--- src/rtl/mcp3202_chan_sequencer.sv ---
// MCP3202 frame scheduler: runs one conversion per enabled channel on each frame tick
// and streams channel-tagged results out of a small FIFO on AXI4-Stream.
module mcp3202_chan_sequencer #(
    parameter int unsigned FCLK        = 100_000_000,
    parameter int unsigned FSMPL       = 500,
    parameter int unsigned FIFO_DEPTH  = 4,
    parameter int unsigned TIMEOUT_CYC = 20000
) (
    input  logic        clk,
    input  logic        rst,
    input  logic        en,
    input  logic [1:0]  chan_en,
    input  logic        diff_mode,
    input  logic        err_clr,
    output logic        conv_start,
    output logic        conv_sgl,
    output logic        conv_odd,
    input  logic        conv_busy,
    input  logic        conv_done,
    input  logic [11:0] conv_data,
    output logic [15:0] m_axis_tdata,
    output logic        m_axis_tvalid,
    input  logic        m_axis_tready,
    output logic        m_axis_tlast,
    output logic        overrun,
    output logic        timeout_err,
    output logic [7:0]  drop_cnt
);

    localparam int unsigned PERIOD = FCLK / FSMPL;
    localparam int TW = (PERIOD > 1) ? $clog2(PERIOD) : 1;
    localparam int WW = $clog2(TIMEOUT_CYC);
    localparam int AW = $clog2(FIFO_DEPTH);
    localparam int CW = AW + 1;

    localparam logic [TW-1:0] TERM   = TW'(PERIOD - 1);
    localparam logic [WW-1:0] WD_MAX = WW'(TIMEOUT_CYC - 1);
    localparam logic [CW-1:0] FULL_N = CW'(FIFO_DEPTH);

    typedef enum logic [2:0] {
        S_IDLE,
        S_ISSUE,
        S_WAIT,
        S_STORE,
        S_NEXT
    } state_t;

    state_t         state_q, state_d;
    logic [TW-1:0]  timer_q, timer_d;
    logic [1:0]     mask_q, mask_d;
    logic           diff_q, diff_d;
    logic           ch_q, ch_d;
    logic [11:0]    data_q, data_d;
    logic [WW-1:0]  wd_q, wd_d;
    logic           ovr_q, ovr_d;
    logic           tmo_q, tmo_d;
    logic [7:0]     drop_q, drop_d;
    logic [AW-1:0]  wptr_q, wptr_d;
    logic [AW-1:0]  rptr_q, rptr_d;
    logic [CW-1:0]  cnt_q, cnt_d;
    logic [16:0]    mem_q [FIFO_DEPTH];

    logic tick;
    logic push;
    logic tmo_set;
    logic pop;
    logic full;
    logic push_ok;
    logic drop;
    logic [16:0] push_word;

    assign tick = en && (timer_q == TERM);

    always_comb begin
        timer_d = '0;
        if (en && !tick) begin
            timer_d = timer_q + 1'b1;
        end
    end

    always_comb begin
        state_d    = state_q;
        mask_d     = mask_q;
        diff_d     = diff_q;
        ch_d       = ch_q;
        data_d     = data_q;
        wd_d       = wd_q;
        conv_start = 1'b0;
        conv_sgl   = 1'b0;
        conv_odd   = 1'b0;
        push       = 1'b0;
        tmo_set    = 1'b0;
        unique case (state_q)
            S_IDLE: begin
                if (tick && (chan_en != 2'b00)) begin
                    mask_d  = chan_en;
                    diff_d  = diff_mode;
                    ch_d    = ~chan_en[0];
                    state_d = S_ISSUE;
                end
            end
            S_ISSUE: begin
                if (!conv_busy) begin
                    conv_start = 1'b1;
                    conv_sgl   = ~diff_q;
                    conv_odd   = ch_q;
                    wd_d       = '0;
                    state_d    = S_WAIT;
                end
            end
            S_WAIT: begin
                // a result arriving on the last watchdog cycle is still taken
                if (conv_done) begin
                    data_d  = conv_data;
                    state_d = S_STORE;
                end else if (wd_q == WD_MAX) begin
                    tmo_set = 1'b1;
                    state_d = S_NEXT;
                end else begin
                    wd_d = wd_q + 1'b1;
                end
            end
            S_STORE: begin
                push    = 1'b1;
                state_d = S_NEXT;
            end
            S_NEXT: begin
                if (!ch_q && mask_q[1] && en) begin
                    ch_d    = 1'b1;
                    state_d = S_ISSUE;
                end else begin
                    state_d = S_IDLE;
                end
            end
            default: state_d = S_IDLE;
        endcase
    end

    assign push_word = {ch_q | ~mask_q[1], 3'b000, ch_q, data_q};

    assign pop     = (cnt_q != '0) && m_axis_tready;
    assign full    = (cnt_q == FULL_N);
    assign push_ok = push && (!full || pop);
    assign drop    = push && !push_ok;

    always_comb begin
        wptr_d = wptr_q;
        rptr_d = rptr_q;
        cnt_d  = cnt_q;
        if (push_ok) begin
            wptr_d = wptr_q + 1'b1;
        end
        if (pop) begin
            rptr_d = rptr_q + 1'b1;
        end
        if (push_ok && !pop) begin
            cnt_d = cnt_q + 1'b1;
        end else if (!push_ok && pop) begin
            cnt_d = cnt_q - 1'b1;
        end
    end

    // a new error event in the same cycle as err_clr keeps the flag set
    always_comb begin
        ovr_d  = ovr_q;
        tmo_d  = tmo_q;
        drop_d = drop_q;
        if (err_clr) begin
            ovr_d  = 1'b0;
            tmo_d  = 1'b0;
            drop_d = '0;
        end
        if (tick && (state_q != S_IDLE)) begin
            ovr_d = 1'b1;
        end
        if (tmo_set) begin
            tmo_d = 1'b1;
        end
        if (drop) begin
            if (err_clr) begin
                drop_d = 8'd1;
            end else if (drop_q != 8'hFF) begin
                drop_d = drop_q + 1'b1;
            end
        end
    end

    always_ff @(posedge clk) begin
        if (rst) begin
            state_q <= S_IDLE;
            timer_q <= '0;
            mask_q  <= '0;
            diff_q  <= 1'b0;
            ch_q    <= 1'b0;
            data_q  <= '0;
            wd_q    <= '0;
            ovr_q   <= 1'b0;
            tmo_q   <= 1'b0;
            drop_q  <= '0;
            wptr_q  <= '0;
            rptr_q  <= '0;
            cnt_q   <= '0;
        end else begin
            state_q <= state_d;
            timer_q <= timer_d;
            mask_q  <= mask_d;
            diff_q  <= diff_d;
            ch_q    <= ch_d;
            data_q  <= data_d;
            wd_q    <= wd_d;
            ovr_q   <= ovr_d;
            tmo_q   <= tmo_d;
            drop_q  <= drop_d;
            wptr_q  <= wptr_d;
            rptr_q  <= rptr_d;
            cnt_q   <= cnt_d;
        end
    end

    always_ff @(posedge clk) begin
        if (push_ok) begin
            mem_q[wptr_q] <= push_word;
        end
    end

    assign m_axis_tvalid = (cnt_q != '0);
    assign m_axis_tdata  = m_axis_tvalid ? mem_q[rptr_q][15:0] : 16'h0000;
    assign m_axis_tlast  = m_axis_tvalid && mem_q[rptr_q][16];
    assign overrun       = ovr_q;
    assign timeout_err   = tmo_q;
    assign drop_cnt      = drop_q;

endmodule

--- config.mk ---
export PLATFORM = sky130hd
export DESIGN_NAME = mcp3202_chan_sequencer
export DESIGN_NICKNAME = d
export VERILOG_FILES = /design/src/rtl/mcp3202_chan_sequencer.sv
export SDC_FILE = /design/constraint.sdc
export NUM_CORES = 1
export LEC_CHECK = 0
export ABC_AREA = 1
export BUFFER_PORTS_ARGS = -buffer_cell sky130_fd_sc_hd__buf_2
export CAP_MARGIN = 20
export CORE_ASPECT_RATIO = 0.8
export CORE_MARGIN = 2
export CORE_UTILIZATION = 35
export CTS_CLUSTER_DIAMETER = 120
export CTS_CLUSTER_SIZE = 14
export DETAILED_ROUTE_END_ITERATION = 8
export SYNTH_ARGS = -nofsm -noshare
export SYNTH_HDL_FRONTEND = slang
export SYNTH_SLANG_ARGS = --single-unit
--- constraint.sdc ---
create_clock -name clk -period 2.11 [get_ports clk]
set_input_delay 0 -clock clk [delete_from_list [all_inputs] [get_ports clk]]
set_output_delay 0 -clock clk [all_outputs]
set_load 0.05 [all_outputs]
# After elaboration in Yosys (flattened, before gate mapping)
# Memory sizes are Yosys's and may differ from the RTL's. A register that Yosys moved wholly into a read port is not among the register bits.
# Index checks and enable logic that the tools add are counted.
[op_classes]
n_eq_ne = 14
bitwise = 5
mux = 37
add_sub_neg = 7
reduce_logical = 33
[ops]
columns = ["cell", "count"]
rows = [
  ["$mux 15", 3],
  ["$mux 8", 4],
  ["$pmux 15 s2", 1],
  ["$add 18x1->18 const B", 1],
  ["$eq 18x18->1 const B", 1],
  ["$mux 1", 18],
  ["$mux 3", 6],
  ["$mux 16", 1],
  ["$add 15x1->15 const B", 1],
  ["$eq 15x15->1 const B", 1],
  ["$pmux 3 s5", 1],
  ["$logic_and 1x1->1", 12],
  ["$reduce_bool 2->1", 6],
  ["$ne 2x2->1 const B", 5],
  ["$add 8x1->8 const B", 1],
  ["$ne 8x8->1 const B", 1],
  ["$eq 3x2->1 const B", 2],
  ["$eq 3x3->1 const B", 2],
  ["$reduce_and 3->1", 2],
  ["$reduce_bool 3->1", 2],
  ["$logic_not 1->1", 5],
  ["$add 2x1->2 const B", 2],
  ["$mux 2", 2],
  ["$not 1->1", 4],
  ["11 further kinds", 12],
]
[word_totals]
elab_cells = 110
n_memories = 1
out_inout_bits = 31
ff_bits = 69
ramBits = 56
input_bits = 22
[memory_table]
columns = ["name", "depth", "width", "read_ports", "rd_ports_with_merged_regs", "write_ports", "line", "rtl"]
rows = [
  ["mem_q", 4, 14, 1, 1, 1, "61", "logic [16:0] mem_q [FIFO_DEPTH];"],
]

# Logic depth before layout (Yosys ltp)
# Gate-level depths: netlist of run 1.
[depth]
ltp_word = 8
depth_mapped = 12
mapped_depth_nobuf = 12

# Worst setup path before layout of run 1
# No wires, ideal clock.
[synth_timing]
path_kind = "register to output"
start = "reg state_q[0]"
end = "out conv_odd"
required_time_ns = 2.110
n_path_buf = 0
setup_slack_ns = -0.152
arrival_ns = 2.262
stages_incl_launch_ff = 7
cell_sequence = "dfxtp_1 inv_1 nor3_1 inv_1 nor2_1 inv_1 nor2_1"
[synth_between]
elab_chain_len = 2
[synth_rtl]
columns = ["element", "line", "rtl"]
rows = [
  ["start: declaration", "48", "state_t state_q, state_d;"],
  ["start signal: assignment", "204", "state_q <= state_d;"],
  ["$eq 3x1->1", "93", "unique case (state_q)"],
  ["$mux 1", "93", ""],
  ["end: declaration", "17", "output logic conv_odd,"],
]
# Every way passes these cells.

# Worst setup path in the final report of run 1
[layout_timing]
start = "reg cnt_q[0]"
end = "reg cnt_q[2]"
[layout_between]
elab_chain_len = 7
word_cells_on_any_way = 15
classes_between = "add/sub: 2; eq/ne: 1; mux: 2; reduce/logical: 10"
[layout_rtl]
columns = ["element", "line", "rtl"]
rows = [
  ["start: declaration", "60", "logic [CW-1:0] cnt_q, cnt_d;"],
  ["start signal: assignment", "216", "cnt_q <= cnt_d;"],
  ["$eq 3x3->1 / $reduce_bool 3->1 (equally long branches)", "142, 141", ""],
  ["$logic_not 1->1 / $logic_and 1x1->1 (equally long branches)", "143, 141", ""],
  ["$logic_or 1x1->1 (*)", "143", "assign push_ok = push && (!full || pop);"],
  ["$logic_and 1x1->1 (*)", "143", ""],
  ["net push_ok", "68", "logic push_ok;"],
  ["$logic_not 1->1", "158", "end else if (!push_ok && pop) begin"],
  ["$logic_and 1x1->1", "158", ""],
  ["$reduce_bool 2->1 (no source line)", "--", ""],
]
# Mark *: on every way through the listed nets, which the timed path passes. The rest lies on a longest branch. The select of a mux whose other input is x is not followed.
# A chain may end at the register's enable or synchronous reset.

==> results.py, run 1 <==
metrics = {
    "global_route": {
        "grt_util_all_layers_pct": 15.2,
        "grt_pass1_wl_um": 21000,
        "grt_antenna_before_repair": 0,
        "globalRoute.totalOverflow": 0,
        "grt_max_degree": 29,
        "grt_pass1_vias": 4228,
    },
    "clocking": {
        "clock_tree.root_cell": "clkbuf_16",
        "clkTransAtPathRegs_ps": 60,
        "cts_buffers": 17,
        "number_of_setup_buffers_added_after_cts": 0,
        "tritoncts": "done",
        "clk-insertion-delay-late_ps": 420,
        "clk_path_buf_depth": 2,
        "cts.sink_count": 126,
        "cts.htree.levels": 4,
    },
    "die": {
        "fp-row-count": 41,
        "die_width_um": 147,
        "ios": 53,
        "die-height_um": 119,
        "initial_core_util_pct": 36.1,
        "placeableCoreArea_sq_um": 16000,
        "fp.dieArea_sq_um": 17500,
    },
    "sta": {
        "rsz0062_at_grt": "no",
        "worst-slew-pin-transition_ps": 518,
        "fin_crit_ps": 1920,
        "finalHoldViolCount": 0,
        "fin_crit_sh_pct": 91.0,
        "worst_slew_margin_rel_pct": 65.3,
        "fin_setup_tns_ps": 0,
        "finClkSkew_ps": 7.78,
        "timing.final.max_slew_violations": 0,
        "timing.fmax_ghz": 0.521,
        "report.final.setup_viol": 0,
    },
    "synth": {
        "yosysSeqAreaShare_pct": 53.5,
        "cell_types_with_the_largest_area_share_after_synthesis": "edfxtp_1, dfxtp_1, nor2_1",
        "synth.distinct_cells": 39,
        "synthCells": 705,
        "yosys_warnings": 0,
        "proportion_of_netlist_area_held_by_the_largest_area_contributor_pct": 29.2,
        "yosys_register_bits": 126,
        "synthesis.area_per_instance_sq_um": 8.17,
        "mapped_cell_area_sq_um": 5760,
        "synth_area_leader_cell": "edfxtp_1",
    },
    "setup_path": {
        "worstPathCellList": "nor2_2, nand3_1, inv_1, nor2_1, ha_1, inv_1, fa_1, a21oi_1, o21ai_0, o21ai_0, a21oi_1",
        "timing.critical_path.slowest_cell_delay_ps": 400,
        "worstPathMaxFanout": 3,
        "cpMaxStageDelayCell": "dfxtp_1",
        "r2r-end": "cnt_q[2]",
        "r2r-start": "cnt_q[0]",
        "timing.critical_path.max_delay_family": "adder cells",
        "cp.required_ps": 2420,
        "r2r_cells": 11,
        "worst_setup_path_end_kind": "flop",
        "reg2reg_setup_slack_ps": 190,
        "worstSetupPathType": "reg -> reg",
        "critPathLaunchType": "flop",
        "crit_arrival_ps": 2230,
        "worst-path-buf-inv": 2,
    },
    "final_layout": {
        "inserted_diodes": 0,
        "syn2layout_area_growth_pct": 24.0,
        "design.final.nets": 823,
        "fillers": 1555,
        "final_layout_size_suffix_gt1_share_pct": 14.5,
        "fin_cells": 1020,
        "footprint_of_the_multi_input_gates_sq_um": 2350,
        "register_area_sq_um": 3080,
    },
    "hold_path": {
        "timing.hold.worst_endpoint": "cnt_q[0]",
        "hold_path.startpoint": "rst",
        "timing.hold.worst_path_depth": 2,
        "hold_path.class": "in -> reg",
    },
    "drt": {
        "drt-initial-drc-count": 267,
        "routed_wire_length_per_instance_um": 12.6,
        "drc": 0,
        "route.detailed.vias_per_inst": 4.70,
        "routed_wirelength_um": 12800,
        "route.antenna.remaining_nets": 0,
        "vias": 4794,
        "firstDrtPassIters": 7,
    },
    "placement": {
        "total_of_buffers_placed_on_input_and_output_ports": 49,
        "gp_congestion": 0.845,
        "dp.cells": 969,
        "detailed_place_hpwl_um": 8710,
    },
    "power": {
        "worst_ir_drop_vdd_v": 0.000655,
        "power_per_cell_area_nw_per_um2": 1090,
        "static-leakage-power_nw": 2.60,
    },
    "run": {
        "max_cap_viol_count": 0,
    },
    "outcome": {
        "status": "finished clean",
    },
}
state kept, by name (all words and copies together), names as in the netlist, named ones only:
signal	count
wd_q	15
ch_q	1
mem_q	56
timer_q	18
drop_cnt	8
data_q	12
mask_q	1
timeout_err	1
cnt_q	3
diff_q	1
wptr_q	2
overrun	1
state_q	3
rptr_q	2
cell families (layout without fill, tap and decap cells):
kind of cell	Yosys count	after routing	synth area share (%)
DFF	126	126	53.5
and+or+nand+nor	350	350	25.9
other	1	3	0.0651
AOI/OAI and AO/OA	132	132	12.0
buffers and inverters	84	182	5.95
adders and majority gates	9	9	2.09
xor gates and xnor gates	3	3	0.456
synthesized netlist by cell type:
cell type / instances
a211oi_1: 1
a21boi_0: 1
a21oi_1: 60
a31oi_1: 3
buf_1: 2
buf_2: 4
buf_4: 4
buf_6: 1
clkbuf_1: 9
conb_1: 1
dfxtp_1: 70
edfxtp_1: 56
fa_1: 1
ha_1: 8
inv_1: 63
inv_2: 1
nand2_1: 116
nand2_2: 2
nand2_4: 2
nand3_1: 35
nand3_2: 1
nand3b_1: 3
nand4_1: 10
nor2_1: 155
nor2_2: 3
nor3_1: 11
nor3_2: 1
nor3_4: 1
nor3b_1: 5
nor4_1: 2
o211ai_1: 2
o21a_1: 3
o21ai_0: 58
o21bai_1: 2
o31ai_1: 1
o41ai_1: 1
or2_0: 1
or2_2: 2
xor2_1: 3
cell type report:
class	instances	area share [%]
inverters	64	3.42
clock buffers	17	5.96
well taps	215	3.77
clock inverters	15	2.77
repair buffers	86	7.99
flip-flops and latches	126	43.2
multi-input cells	497	32.9
stage by stage:
step	total power [mW]	cell area (sq um)	worst slack, ps	hold slack, ps	util [%]
CTS	7.82	7130	20.2	23.7	44.7
detailed placement	4.68	6320	166	261	39.6
global route	8.06	7140	23.3	53.7	44.8
floorplan	4.18	5770	2.98	99.7	-
global placement	4.67	6320	200	252	39.6
finish	7.76	7140	189	25.4	44.8
timing repair:
action	CTS	global route
hold buffers	19	0
resized for setup	0	3
setup endpoints to repair	0	15
hold endpoints to repair	22	0
power breakdown:
part | leakage, nW | internal, mW | total (mW) | switching, mW
clock network | 0.305 | 1.90 | 3.11 | 1.21
logic | 1.27 | 0.452 | 2.02 | 1.57
registers | 1.03 | 2.58 | 2.63 | 0.0499
placed cells by master (no fill, tap or decap), drive strengths merged, types with 2 or more instances in the layout:
cell type / n
nor3: 13
bufinv: 3
or2: 3
nand3b: 3
o21bai: 2
xor2: 3
o21ai: 58
conb: 3
a31oi: 3
o211ai: 2
nor2: 158
nand3: 36
nor3b: 5
nand2: 120
dlygate4sd3: 19
nor4: 2
dfxtp: 70
inv: 71
edfxtp: 56
clkbuf: 17
ha: 8
nand4: 10
clkinv: 3
buf: 67
a21oi: 60
o21a: 3
clkinvlp: 2
worst max path at each step:
stage          startpoint         endpoint  slack (ps)  depth (start not counted)
3_3_place_gp   state_q[1]         cnt_q[2]         200                         11
3_5_place_dp     cnt_q[0]         cnt_q[2]         170                         12
6_report         cnt_q[0]         cnt_q[2]         190                         11
5_1_grt          cnt_q[0]         cnt_q[2]          20                         12
4_1_cts              flop  m_axis_tdata[3]          20                          4
2_1_floorplan    cnt_q[0]         cnt_q[2]           3                         12
per-layer routing:
metal | global-route usage [%] | wire length [um]
met1 | 20.4 | 6280
met2 | 24.0 | 5790
met3 | 4.09 | 588
met4 | 4.63 | 159
met5 | 0 | 0
(Power assumes the default switching activity.)
==> run 2: changes to the inputs <==
==> constraint.sdc (replaced) <==
create_clock -name clk -period 1.7 [get_ports clk]
set_input_delay 0 -clock clk [delete_from_list [all_inputs] [get_ports clk]]
set_output_delay 0 -clock clk [all_outputs]
set_load 0.05 [all_outputs]
==> results.py, run 2 (same netlist as run 1, synthesis figures left out) <==
metrics = {
    "outcome": {
        "status": "finished with violations",
        "failing_checks": "negative setup slack",
    },
    "setup_path": {
        "worstSetupPathType": "reg -> reg",
        "reg2reg_setup_slack_ps": -40,
        "worstPathCellList": "nor2_4, nand2_4, inv_4, nor2_4, inv_2, ha_4, inv_2, fa_2, a21oi_2, o21ai_2, o21ai_1, a21oi_1",
        "worstPathMaxFanout": 2,
        "timing.critical_path.slowest_cell_delay_ps": 350,
        "worst_setup_path_end_kind": "flop",
        "crit_arrival_ps": 2060,
        "critPathLaunchType": "flop",
        "cp.required_ps": 2020,
        "cpMaxStageDelayCell": "dfxtp_4",
    },
    "placement": {
        "gp_congestion": 0.847,
        "total_of_buffers_placed_on_input_and_output_ports": 49,
        "detailed_place_hpwl_um": 9260,
        "dp.cells": 1003,
    },
    "global_route": {
        "grt_util_all_layers_pct": 16.3,
        "grt_pass1_wl_um": 22500,
        "grt_max_degree": 21,
        "globalRoute.totalOverflow": 0,
        "grt_antenna_before_repair": 0,
        "grt_pass1_vias": 4551,
    },
    "drt": {
        "drt-initial-drc-count": 254,
        "m1WireLength_um": 6770,
        "routed_wirelength_um": 13800,
        "route.detailed.vias_per_inst": 4.68,
        "routed_wire_length_per_instance_um": 12.9,
        "vias": 4986,
        "drc": 0,
        "route.antenna.remaining_nets": 0,
        "met2RoutedLength_um": 6220,
        "firstDrtPassIters": 5,
        "dr_wl_met3_um": 460,
        "top_signal_layer_used": "met4",
    },
    "clocking": {
        "clkTransAtPathRegs_ps": 60,
        "clock_tree.root_cell": "clkbuf_16",
        "clk-insertion-delay-late_ps": 430,
        "tritoncts": "done",
        "clk_path_buf_depth": 2,
        "cts.htree.levels": 4,
        "cts.sink_count": 126,
        "cts_buffers": 17,
    },
    "final_layout": {
        "reg.largest.list": "mem_q: 56 flops, timer_q: 18 flops, wd_q: 15 flops",
        "fin_cells": 1065,
        "syn2layout_area_growth_pct": 35.4,
        "registers.top_by_ff_count": "mem_q",
        "largest_reg_flops": 56,
        "commonest_cells_after_routing_fill_and_taps_aside": "nor2_1, nand2_1, buf_4",
        "fillers": 1510,
        "layout_commonest_cell": "nor2_1",
        "inserted_diodes": 0,
        "design.final.nets": 868,
        "final_layout_size_suffix_gt1_share_pct": 24.8,
    },
    "die": {
        "die-height_um": 119,
        "die_width_um": 147,
        "fp.dieArea_sq_um": 17500,
        "ios": 53,
        "placeableCoreArea_sq_um": 16000,
        "fp-row-count": 41,
        "initial_core_util_pct": 36.1,
    },
    "sta": {
        "report.final.setup_viol": 1,
        "timing.final.max_slew_violations": 0,
        "finalHoldViolCount": 0,
        "fin_crit_sh_pct": 102,
        "fin_crit_ps": 1740,
        "worst-slew-pin-transition_ps": 524,
        "worst_slew_margin_rel_pct": 65.0,
        "postLayoutSetupSlackWorst_ps": -36.7,
        "timing.fmax_ghz": 0.576,
        "fin_setup_tns_ps": -36.7,
        "rsz0062_at_grt": "yes",
        "finClkSkew_ps": 10.8,
    },
    "power": {
        "worst_ir_drop_vdd_v": 0.000717,
        "static-leakage-power_nw": 2.84,
        "power_per_cell_area_nw_per_um2": 1280,
    },
    "hold_path": {
        "hold_path.class": "in -> reg",
    },
    "run": {
        "max_cap_viol_count": 0,
    },
}
==> run 2: cell types whose count changed in the layout (fill, tap and decap cells not counted), moves of 7 or more <==
cell and change:
nor2_1 -9, a21oi_1 -16, nor2_4 +9, buf_2 -16, a21oi_2 +15, dfxtp_1 -9
buf_4 +44, buf_6 +7, inv_1 -9
==> run 2: stage by stage <==
| step | utilization [%] | setup WS [ps] | hold slack [ps] | area [sq um] | power, mW |
|---|---|---|---|---|---|
| 6_report | 48.9 | -36.7 | 84.3 | 7800 | 10.0 |
| 5_1_grt | 48.9 | -130 | 103 | 7800 | 10.4 |
| 4_1_cts | 47.7 | -28.2 | 52.0 | 7610 | 9.96 |
| 3_5_place_dp | 42.1 | -90.7 | 260 | 6710 | 6.25 |
| 3_3_place_gp | 42.1 | -25.0 | 256 | 6710 | 6.22 |
| 2_1_floorplan | - | -152 | 60.7 | 5870 | 5.45 |
==> run 2: worst max-delay path: cells and delay by family, from the launching register on <==
kind | cells | cell delay [ps]
adders and majority gates | 2 | 470
AOI/OAI and AO/OA | 4 | 400
DFF | 1 | 350
and+or+nand+nor | 3 | 250
buffers and inverters | 3 | 160
==> run 2: what timing repair did <==
item	in CTS	in global routing
setup endpoints to repair	19	103
cloned	0	1
resized for setup	34	38
pin swaps	7	11
buffers inserted	4	7
hold buffers	21	0
hold endpoints to repair	26	0
==> run 2: worst paths after layout <==
check        endpoint          start  cells after the start
max          cnt_q[2]       cnt_q[0]                     12
min              flop  m_axis_tready                      5
max reg2reg  cnt_q[2]       cnt_q[0]                     12
min reg2reg      flop      rptr_q[1]                      2
==> run 2: final cells by class <==
cell class,count,area [sq um],area share (%)
Clock buffer,17,425,5.45
Multi-Input combinational cell,497,2550,32.7
Timing Repair Buffer,131,1060,13.6
Tap cell,215,269,3.45
Inverter,64,254,3.26
Clock inverter,15,138,1.76
Sequential cell,126,3100,39.8
==> run 2: routing by layer <==
metal	vias up	track usage (%)
li1	2620	-
met1	2262	21.7
met2	82	25.2
met3	22	4.02
met4	0	6.73
met5	-	0
==> run 2: power by group <==
part | internal (mW) | switching, mW
Combinational | 1.04 | 2.20
Clock | 2.03 | 1.45
Sequential | 3.22 | 0.0672
Total | 6.29 | 3.72
